### src/rtl/lsu_subword_if.sv
// rtl/lsu_subword_if.sv - request/memory/response bundle for the sub-word load/store unit
interface lsu_subword_if #(
    parameter int ADDR_W = 32
);
    logic              req_valid_i;
    logic              req_ready_o;
    logic              is_store_i;
    logic [1:0]        size_i;
    logic              unsigned_i;
    logic [ADDR_W-1:0] base_addr_i;
    logic [ADDR_W-1:0] offset_i;
    logic [31:0]       store_data_i;
    logic [ADDR_W-1:0] mem_addr_o;
    logic [31:0]       mem_wdata_o;
    logic [3:0]        mem_wstrb_o;
    logic              mem_valid_o;
    logic              mem_ready_i;
    logic [31:0]       mem_rdata_i;
    logic              resp_valid_o;
    logic [31:0]       load_data_o;
    logic              err_misaligned_o;
    logic              err_timeout_o;

    modport slave (
        input  req_valid_i, is_store_i, size_i, unsigned_i, base_addr_i, offset_i,
               store_data_i, mem_ready_i, mem_rdata_i,
        output req_ready_o, mem_addr_o, mem_wdata_o, mem_wstrb_o, mem_valid_o,
               resp_valid_o, load_data_o, err_misaligned_o, err_timeout_o
    );

    modport master (
        output req_valid_i, is_store_i, size_i, unsigned_i, base_addr_i, offset_i,
               store_data_i, mem_ready_i, mem_rdata_i,
        input  req_ready_o, mem_addr_o, mem_wdata_o, mem_wstrb_o, mem_valid_o,
               resp_valid_o, load_data_o, err_misaligned_o, err_timeout_o
    );
endinterface

### src/rtl/lsu_subword.sv
// rtl/lsu_subword.sv - byte/half/word load-store unit with alignment trap and access timeout
module lsu_subword #(
    parameter int ADDR_W         = 32,
    parameter int TIMEOUT_CYCLES = 16,
    parameter int ALIGN_CHECK    = 1
) (
    input  logic          clk_i,
    input  logic          rst_ni,
    lsu_subword_if.slave  bus
);
    localparam int CNT_W = (TIMEOUT_CYCLES > 1) ? $clog2(TIMEOUT_CYCLES) : 1;
    localparam logic [CNT_W-1:0] CNT_LAST =
        CNT_W'((TIMEOUT_CYCLES > 0) ? TIMEOUT_CYCLES - 1 : 0);

    typedef enum logic [1:0] {
        IDLE   = 2'd0,
        ACCESS = 2'd1,
        RESP   = 2'd2
    } state_t;

    state_t            state_q;
    logic [1:0]        size_q;
    logic              unsigned_q;
    logic              is_store_q;
    logic [1:0]        lane_q;
    logic [CNT_W-1:0]  cnt_q;
    logic [ADDR_W-1:0] mem_addr_q;
    logic [31:0]       mem_wdata_q;
    logic [3:0]        mem_wstrb_q;
    logic              mem_valid_q;
    logic              req_ready_q;
    logic              resp_valid_q;
    logic [31:0]       load_data_q;
    logic              err_mis_q;
    logic              err_to_q;

    logic [ADDR_W-1:0] ea_d;
    logic              misaligned_d;
    logic              trap_d;
    logic [1:0]        lane_d;
    logic [3:0]        wstrb_d;
    logic [31:0]       wdata_d;
    logic [31:0]       shifted_d;
    logic [31:0]       load_d;

    // Request decode: misaligned half/word accesses that are not trapped fall back to lane 0.
    always_comb begin
        ea_d         = bus.base_addr_i + bus.offset_i;
        misaligned_d = 1'b0;
        wstrb_d      = 4'b0000;
        wdata_d      = bus.store_data_i;
        case (bus.size_i)
            2'b01:   misaligned_d = ea_d[0];
            2'b10:   misaligned_d = (ea_d[1:0] != 2'b00);
            2'b11:   misaligned_d = 1'b1;
            default: misaligned_d = 1'b0;
        endcase
        trap_d = (bus.size_i == 2'b11) || ((ALIGN_CHECK != 0) && misaligned_d);
        lane_d = misaligned_d ? 2'b00 : ea_d[1:0];
        case (bus.size_i)
            2'b00: begin
                wstrb_d = 4'b0001 << lane_d;
                wdata_d = {4{bus.store_data_i[7:0]}};
            end
            2'b01: begin
                wstrb_d = 4'b0011 << lane_d;
                wdata_d = {2{bus.store_data_i[15:0]}};
            end
            default: begin
                wstrb_d = 4'b1111;
                wdata_d = bus.store_data_i;
            end
        endcase
        if (!bus.is_store_i) begin
            wstrb_d = 4'b0000;
        end
    end

    always_comb begin
        shifted_d = bus.mem_rdata_i >> {lane_q, 3'b000};
        case (size_q)
            2'b00:   load_d = unsigned_q ? {24'b0, shifted_d[7:0]}
                                         : {{24{shifted_d[7]}}, shifted_d[7:0]};
            2'b01:   load_d = unsigned_q ? {16'b0, shifted_d[15:0]}
                                         : {{16{shifted_d[15]}}, shifted_d[15:0]};
            default: load_d = bus.mem_rdata_i;
        endcase
    end

    always_ff @(posedge clk_i) begin
        if (!rst_ni) begin
            state_q      <= IDLE;
            size_q       <= 2'b00;
            unsigned_q   <= 1'b0;
            is_store_q   <= 1'b0;
            lane_q       <= 2'b00;
            cnt_q        <= '0;
            mem_addr_q   <= '0;
            mem_wdata_q  <= '0;
            mem_wstrb_q  <= 4'b0000;
            mem_valid_q  <= 1'b0;
            req_ready_q  <= 1'b1;
            resp_valid_q <= 1'b0;
            load_data_q  <= '0;
            err_mis_q    <= 1'b0;
            err_to_q     <= 1'b0;
        end else begin
            case (state_q)
                IDLE: begin
                    if (bus.req_valid_i) begin
                        size_q      <= bus.size_i;
                        unsigned_q  <= bus.unsigned_i;
                        is_store_q  <= bus.is_store_i;
                        lane_q      <= lane_d;
                        mem_addr_q  <= {ea_d[ADDR_W-1:2], 2'b00};
                        mem_wdata_q <= wdata_d;
                        mem_wstrb_q <= wstrb_d;
                        req_ready_q <= 1'b0;
                        if (trap_d) begin
                            state_q      <= RESP;
                            resp_valid_q <= 1'b1;
                            err_mis_q    <= 1'b1;
                        end else begin
                            state_q     <= ACCESS;
                            mem_valid_q <= 1'b1;
                            cnt_q       <= '0;
                        end
                    end
                end
                ACCESS: begin
                    // A ready arriving on the last allowed cycle wins over the timeout.
                    if (bus.mem_ready_i) begin
                        state_q      <= RESP;
                        mem_valid_q  <= 1'b0;
                        resp_valid_q <= 1'b1;
                        if (!is_store_q) begin
                            load_data_q <= load_d;
                        end
                    end else if ((TIMEOUT_CYCLES > 0) && (cnt_q == CNT_LAST)) begin
                        state_q      <= RESP;
                        mem_valid_q  <= 1'b0;
                        resp_valid_q <= 1'b1;
                        err_to_q     <= 1'b1;
                        if (!is_store_q) begin
                            load_data_q <= '0;
                        end
                    end else begin
                        cnt_q <= cnt_q + CNT_W'(1);
                    end
                end
                RESP: begin
                    state_q      <= IDLE;
                    resp_valid_q <= 1'b0;
                    err_mis_q    <= 1'b0;
                    err_to_q     <= 1'b0;
                    req_ready_q  <= 1'b1;
                end
                default: begin
                    state_q      <= IDLE;
                    mem_valid_q  <= 1'b0;
                    resp_valid_q <= 1'b0;
                    req_ready_q  <= 1'b1;
                end
            endcase
        end
    end

    assign bus.req_ready_o      = req_ready_q;
    assign bus.mem_addr_o       = mem_addr_q;
    assign bus.mem_wdata_o      = mem_wdata_q;
    assign bus.mem_wstrb_o      = mem_wstrb_q;
    assign bus.mem_valid_o      = mem_valid_q;
    assign bus.resp_valid_o     = resp_valid_q;
    assign bus.load_data_o      = load_data_q;
    assign bus.err_misaligned_o = err_mis_q;
    assign bus.err_timeout_o    = err_to_q;
endmodule

### src/flat_wrapper.sv
// flat-port wrapper written by rule: the top's interface ports become plain ports
module lsu_subword_flat 
#(
    parameter int ADDR_W         = 32,
    parameter int TIMEOUT_CYCLES = 16,
    parameter int ALIGN_CHECK    = 1
)
  (clk_i, rst_ni, bus_req_valid_i, bus_is_store_i, bus_size_i, bus_unsigned_i, bus_base_addr_i, bus_offset_i, bus_store_data_i, bus_mem_ready_i, bus_mem_rdata_i, bus_req_ready_o, bus_mem_addr_o, bus_mem_wdata_o, bus_mem_wstrb_o, bus_mem_valid_o, bus_resp_valid_o, bus_load_data_o, bus_err_misaligned_o, bus_err_timeout_o);
  lsu_subword_if #(.ADDR_W(ADDR_W)) bus_i ();
  input  logic clk_i;
  input  logic rst_ni;
  input wire logic [$bits(bus_i.req_valid_i)-1:0] bus_req_valid_i;
  input wire logic [$bits(bus_i.is_store_i)-1:0] bus_is_store_i;
  input wire logic [$bits(bus_i.size_i)-1:0] bus_size_i;
  input wire logic [$bits(bus_i.unsigned_i)-1:0] bus_unsigned_i;
  input wire logic [$bits(bus_i.base_addr_i)-1:0] bus_base_addr_i;
  input wire logic [$bits(bus_i.offset_i)-1:0] bus_offset_i;
  input wire logic [$bits(bus_i.store_data_i)-1:0] bus_store_data_i;
  input wire logic [$bits(bus_i.mem_ready_i)-1:0] bus_mem_ready_i;
  input wire logic [$bits(bus_i.mem_rdata_i)-1:0] bus_mem_rdata_i;
  output wire logic [$bits(bus_i.req_ready_o)-1:0] bus_req_ready_o;
  output wire logic [$bits(bus_i.mem_addr_o)-1:0] bus_mem_addr_o;
  output wire logic [$bits(bus_i.mem_wdata_o)-1:0] bus_mem_wdata_o;
  output wire logic [$bits(bus_i.mem_wstrb_o)-1:0] bus_mem_wstrb_o;
  output wire logic [$bits(bus_i.mem_valid_o)-1:0] bus_mem_valid_o;
  output wire logic [$bits(bus_i.resp_valid_o)-1:0] bus_resp_valid_o;
  output wire logic [$bits(bus_i.load_data_o)-1:0] bus_load_data_o;
  output wire logic [$bits(bus_i.err_misaligned_o)-1:0] bus_err_misaligned_o;
  output wire logic [$bits(bus_i.err_timeout_o)-1:0] bus_err_timeout_o;
  assign bus_i.req_valid_i = bus_req_valid_i;
  assign bus_i.is_store_i = bus_is_store_i;
  assign bus_i.size_i = bus_size_i;
  assign bus_i.unsigned_i = bus_unsigned_i;
  assign bus_i.base_addr_i = bus_base_addr_i;
  assign bus_i.offset_i = bus_offset_i;
  assign bus_i.store_data_i = bus_store_data_i;
  assign bus_i.mem_ready_i = bus_mem_ready_i;
  assign bus_i.mem_rdata_i = bus_mem_rdata_i;
  assign bus_req_ready_o = bus_i.req_ready_o;
  assign bus_mem_addr_o = bus_i.mem_addr_o;
  assign bus_mem_wdata_o = bus_i.mem_wdata_o;
  assign bus_mem_wstrb_o = bus_i.mem_wstrb_o;
  assign bus_mem_valid_o = bus_i.mem_valid_o;
  assign bus_resp_valid_o = bus_i.resp_valid_o;
  assign bus_load_data_o = bus_i.load_data_o;
  assign bus_err_misaligned_o = bus_i.err_misaligned_o;
  assign bus_err_timeout_o = bus_i.err_timeout_o;
  lsu_subword #(.ADDR_W(ADDR_W), .TIMEOUT_CYCLES(TIMEOUT_CYCLES), .ALIGN_CHECK(ALIGN_CHECK)) u_core (.clk_i(clk_i), .rst_ni(rst_ni), .bus(bus_i));
endmodule
### config.mk
export PLATFORM = sky130hd
export DESIGN_NAME = lsu_subword_flat
export DESIGN_NICKNAME = d
export VERILOG_FILES = /design/src/rtl/lsu_subword_if.sv /design/src/rtl/lsu_subword.sv /design/src/flat_wrapper.sv
export SDC_FILE = /design/constraint.sdc
export NUM_CORES = 1
export LEC_CHECK = 0
export CORE_ASPECT_RATIO = 1.25
export CORE_UTILIZATION = 65
export DETAILED_ROUTE_END_ITERATION = 10
export DONT_BUFFER_PORTS = 1
export PLACE_DENSITY = 0.81
export SLEW_MARGIN = 10
export SYNTH_ARGS = -nofsm -noshare
export SYNTH_HDL_FRONTEND = slang
export SYNTH_SLANG_ARGS = --single-unit
export TNS_END_PERCENT = 30
### constraint.sdc
create_clock -name clk_i -period 7.5 [get_ports clk_i]
set_input_delay 0.75 -clock clk_i [delete_from_list [all_inputs] [get_ports clk_i]]
set_output_delay 0.75 -clock clk_i [all_outputs]
set_load 0.01 [all_outputs]
Yosys cells after proc, flatten, opt, wreduce, memory -nomap -nowiden
Index checks and enable logic that the tools add are counted.

cells by class
  add/subtract/negate cells = 2
  bitwise operators = 3
  eq/ne operators = 14
  mux-type cells = 37
  shifts and indexed selects = 3
  reduce and logical (&&, ||, !) cells = 18

operator list
  operator                                              count
  two-way mux 32 bit                                    6
  case mux 32 bit (2 select lines)                      2
  adder 32 bit                                          1
  right shift 32 x 5 -> 16 bit                          1
  two-way mux 4 bit                                     5
  case mux 4 bit (2 select lines)                       2
  AND reduction 3 bit                                   4
  two-way mux 1 bit                                     10
  two-way mux 2 bit                                     5
  nonzero test 2 bit                                    5
  != test 2 bit (second input constant)                 4
  case mux 1 bit (2 select lines)                       4
  equality test 2 x 1 -> 1 bit (second input constant)  3
  equality test 2 bit (second input constant)           3
  zero test 2 bit                                       3
  case mux 1 bit (3 select lines)                       2
  AND reduction 2 bit                                   3
  AND reduction 5 bit                                   1
  adder 4 x 1 -> 4 bit (second input constant)          1
  equality test 4 bit (second input constant)           1
  != test 2 x 1 -> 1 bit (second input constant)        2
  case mux 2 bit (2 select lines)                       1
  AND reduction 4 bit                                   1
  << shifter 1 x 2 -> 4 bit (first input constant)      1
  4 further kinds                                       6

word-level totals
  output and inout bits = 105
  word-level logic and storage cells = 92
  bits in registers = 115
  input port bits = 136

Longest topological paths before layout
  depth after elaboration = 7
  depth in mapped cells = 9
  depth with buffers taken out = 9

Worst setup path before layout
OpenSTA, ideal clock, no wires.

  path kind = input to register
  start point = in bus_offset_i[0]
  end point = reg u_core.mem_addr_q[24], in the netlist u_core.bus.mem_addr_o[24]
  data required time = 7.378 ns
  setup time = 0.122 ns
  stages on the path = 9
  arrival time = 2.748 ns
  setup slack = 4.630 ns
  cell sequence = ha_1 fa_1 a21o_1 a221oi_4 o21a_1 a21oi_1 o31ai_2 mux2i_1 a311o_1

between the ends
  cells in the longest elaborated chain, start to end = 1

ends and longest elaborated chain
  element               line                text
  start, declared       flat_wrapper.sv:17  input wire logic [$bits(bus_i.offset_i)-1:0] bus_offset_i;
  adder 32 bit          lsu_subword.sv:48   ea_d = bus.base_addr_i + bus.offset_i;
  end signal, assigned  lsu_subword.sv:115  mem_addr_q <= {ea_d[ADDR_W-1:2], 2'b00};
  end, declared         lsu_subword.sv:27   logic [ADDR_W-1:0] mem_addr_q;

No other way between the ends.
A chain may end at the register's enable or synchronous reset.

Final worst setup path
  start point = reg u_core.lane_q[0]
  end point = reg u_core.load_data_q[31], in the netlist u_core.bus.load_data_o[31]

between the ends
  cells in the longest elaborated chain, start to end = 5
  elaborated cells on any way between the ends = 6

ends and longest elaborated chain
  element                                       line                                  text
  start, declared                               lsu_subword.sv:25                     logic [1:0] lane_q;
  start signal, assigned                        lsu_subword.sv:114                    lane_q <= lane_d;
  right shift 32 x 5 -> 16 bit *                lsu_subword.sv:80                     shifted_d = bus.mem_rdata_i >> {lane_q, 3'b000};
  two-way mux 32 bit, on equally long branches  lsu_subword.sv:84, lsu_subword.sv:82
  case mux 32 bit (2 select lines) *            lsu_subword.sv:81                     case (size_q)
  two-way mux 32 bit *                          lsu_subword.sv:136                    if (!is_store_q) begin
  two-way mux 32 bit *                          lsu_subword.sv:132                    if (bus.mem_ready_i) begin
  end signal, assigned                          lsu_subword.sv:137                    load_data_q <= load_d;
  end, declared                                 lsu_subword.sv:33                     logic [31:0] load_data_q;

Mark *: on every way between the ends. The rest lies on a longest branch, timed or not. The select of a mux whose other input is x is not followed.

==> results.cfg <==
[status]
status = completed

[sta]
rsz0062_at_grt = false
tightest_slew_ns = 1.04
finalClockSkew_ns = 0.00962
tns_ns = 0
hold_viol = 0
finalCritPeriodShare_pct = 37.4
timing.final.max_slew_violations = 0
max_freq_mhz = 356
setup_ws_ns = 4.69
worst_slew_margin_rel_pct = 30.4
setup_viol = 0
finalCriticalPeriod_ns = 2.81
holdWs_ns = 0.474

[detailed_routing]
dr.pass1.iters = 6
num_vias = 6571
highest_layer = met4
dr_wl_met3_mm = 1.59
drc = 0
drt_iter0_markers = 407
drt-total-wl_mm = 19.2
wl_per_cell_um = 19.1
via_per_inst = 6.54
detail-route-antenna-nets = 0
route.met2.wl_mm = 9.70
drt-met1-wl_mm = 7.18

[critical_path]
worstPathMaxFanout = 21
cp-end-kind = flip-flop
reg2reg_depth = 5
ff2ff_setup_slack_ns = 4.69
start_kind = flip-flop
crit_required_ns = 7.82
startpoint = u_core.lane_q[0]
worstReg2RegStart = u_core.lane_q[0]
crit_type = reg -> reg
rr_endpoint = u_core.bus.load_data_o[31]
arrival_ns = 3.13

[power_and_ir_drop]
ir_drop_v = 0.000130
powerDensity_mw_per_mm2 = 247
power.leakage_nw = 3.17

[clock_network]
post_cts_buffers = 0
tritoncts = yes
post_cts_resized = 0
insertion_delay_ns = 0.41
path_clk_slew_ns = 0.06
cts_buffers = 17
cts.sinks = 115
h-tree-depth = 4
root_buffer = clkbuf_16
cts.path.max_buffers = 2
hold_buffers = 0

[cells_and_area]
drive_above_1_share_pct = 6.42
diodes = 0
nets = 1028
multi_input_area_mm2 = 0.00439
register_area_mm2 = 0.00230
n_fill_cell = 849
final_cells = 1004
area_delta_synth_final_pct = 8.42

[floorplanning]
core_area_mm2 = 0.0106
fp.dieH_um = 118
dieArea_mm2 = 0.0112
io-pin-count = 241
start_util_pct = 66.5
rows = 42
die_w_um = 95.0

[logic_synthesis]
synth-warning-count = 0
ys.flop_type = dfxtp_1
synth-seq-cells = 115
synth_cell_types = 71
synth_cells = 892
syn_avg_cell_area_um2 = 7.88
synth.cell_area_mm2 = 0.00703
synth-async-reset-ratio_pct = 0
synth_edf_count = 0
ys_seq_area_share_pct = 32.8

[grt]
grt_usage_pct = 33.6
grt_pass1_vias = 6195
grt_pass1_wl_mm = 29.8
antenna_found_initial = 0
overflow = 0
grt_max_degree = 124

[place]
gp_congestion = 0.949
io_buffers = 0
dpl.cell_count = 972
pre_cts_slack_ns = 4.41
hpwl_mm = 13.9

[min_path]
hp-start = rst_ni
whs_path_depth = 1
min_path_type = in -> reg
min_to = u_core.bus.mem_wdata_o[21]

[flow_run]
cap_violations = 0
metal layers:
metal	track usage (%)	up-vias
met5	0	-
met4	15.1	0
met3	9.78	50
met2	57.5	332
met1	37.9	3082
li1	-	3107
synthesized netlist by cell type, drive strengths merged, types with 10 or more instances:
cell type	n	share of area, %
xor2	13	1.6
buf	11	0.73
o21ai	96	6.8
inv	34	1.8
nor2	29	1.5
a21o	10	1.1
dfxtp	115	33
o211a	21	3.1
nor2b	17	1.5
clkbuf	44	2.4
a21boi	52	5.6
ha	32	5.7
and3	11	1.1
nand3	30	2.3
nand2	147	7.9
and2	21	1.9
a21oi	58	4.1
xnor2	10	1.2
mux2i	26	3.7
cell usage in the layout (no fill, tap or decap), types with 8 or more instances in the layout:
cell and count:
nand3_1 27, nor3_1 9, o211ai_1 8, a21boi_0 44
a21oi_1 58, ha_1 32, mux2i_1 26, o21ai_0 94
dfxtp_1 115, inv_1 34, nand2_1 147, nor2_1 29
nor2b_1 17, o211a_1 20, xor2_1 13, xnor2_1 10
o22ai_1 8, a21boi_1 8, clkbuf_16 17, and2_1 17
a21o_1 9
how the worst max path moves through the flow:
stage	cells after the start	slack [ns]	to
CTS	5	4.77	u_core.bus.load_data_o[31]
floorplan	9	4.63	u_core.bus.mem_addr_o[24]
global route	5	4.52	u_core.bus.load_data_o[21]
detailed placement	9	4.41	u_core.bus.mem_addr_o[24]
finish	5	4.69	u_core.bus.load_data_o[31]
global placement	9	4.49	u_core.bus.mem_addr_o[24]
metrics by stage:
step / area, um2 / util, % / total power, mW
global placement: 7000 / 66.3 / 1.02
CTS: 7620 / 72.1 / 1.88
floorplan: 7030 / - / 0.974
detailed placement: 7000 / 66.3 / 1.03
global route: 7620 / 72.1 / 1.95
finish: 7620 / 72.1 / 1.88
layout make-up:
| type | count | share of cell area (%) |
|---|---|---|
| Clock buffer | 21 | 6.04 |
| Clock inverter | 11 | 2.07 |
| Inverter | 34 | 1.68 |
| Multi-Input combinational cell | 689 | 57.6 |
| Sequential cell | 115 | 30.2 |
| Tap cell | 132 | 2.17 |
| Timing Repair Buffer | 2 | 0.197 |
power by group:
part           leakage, nW  total [mW]  internal [mW]  switching, mW
Clock                0.306       0.850          0.570          0.280
Sequential           0.941       0.721          0.658         0.0629
Combinational         1.92       0.307          0.128          0.179
Total                 3.17        1.88           1.36          0.522
registers in the layout (all words and copies together), names as in the netlist:
register and flops:
u_core.bus.load_data_o 32, u_core.bus.mem_wdata_o 32, u_core.bus.mem_addr_o 30, u_core.bus.mem_wstrb_o 4, u_core.cnt_q 4, u_core.lane_q 2, u_core.size_q 2, u_core.state_q 2
u_core.bus.err_misaligned_o 1, u_core.bus.err_timeout_o 1, u_core.bus.mem_valid_o 1, u_core.bus.req_ready_o 1, u_core.bus.resp_valid_o 1, u_core.is_store_q 1, u_core.unsigned_q 1
worst max-delay path: stages, from the launching register on:
cell and delay [ns]:
dfxtp_1 0.91, mux4_2 0.37, nor4b_2 0.60, o31a_1 0.49, o21ai_0 0.15, a21boi_0 0.20
kinds of logic after synthesis:
group | count (synthesis) | share of synthesized area, %
buffers and inverters | 89 | 4.90
AO/OA/AOI/OAI | 309 | 29.3
other | 1 | 0.0534
flip-flops | 115 | 32.8
adder cells (fa/ha/maj) | 33 | 5.98
XOR/XNOR | 23 | 2.87
multiplexers | 27 | 4.02
AND/OR/NAND/NOR | 295 | 20.1
No activity file was read; power rests on OpenSTA's default activity.
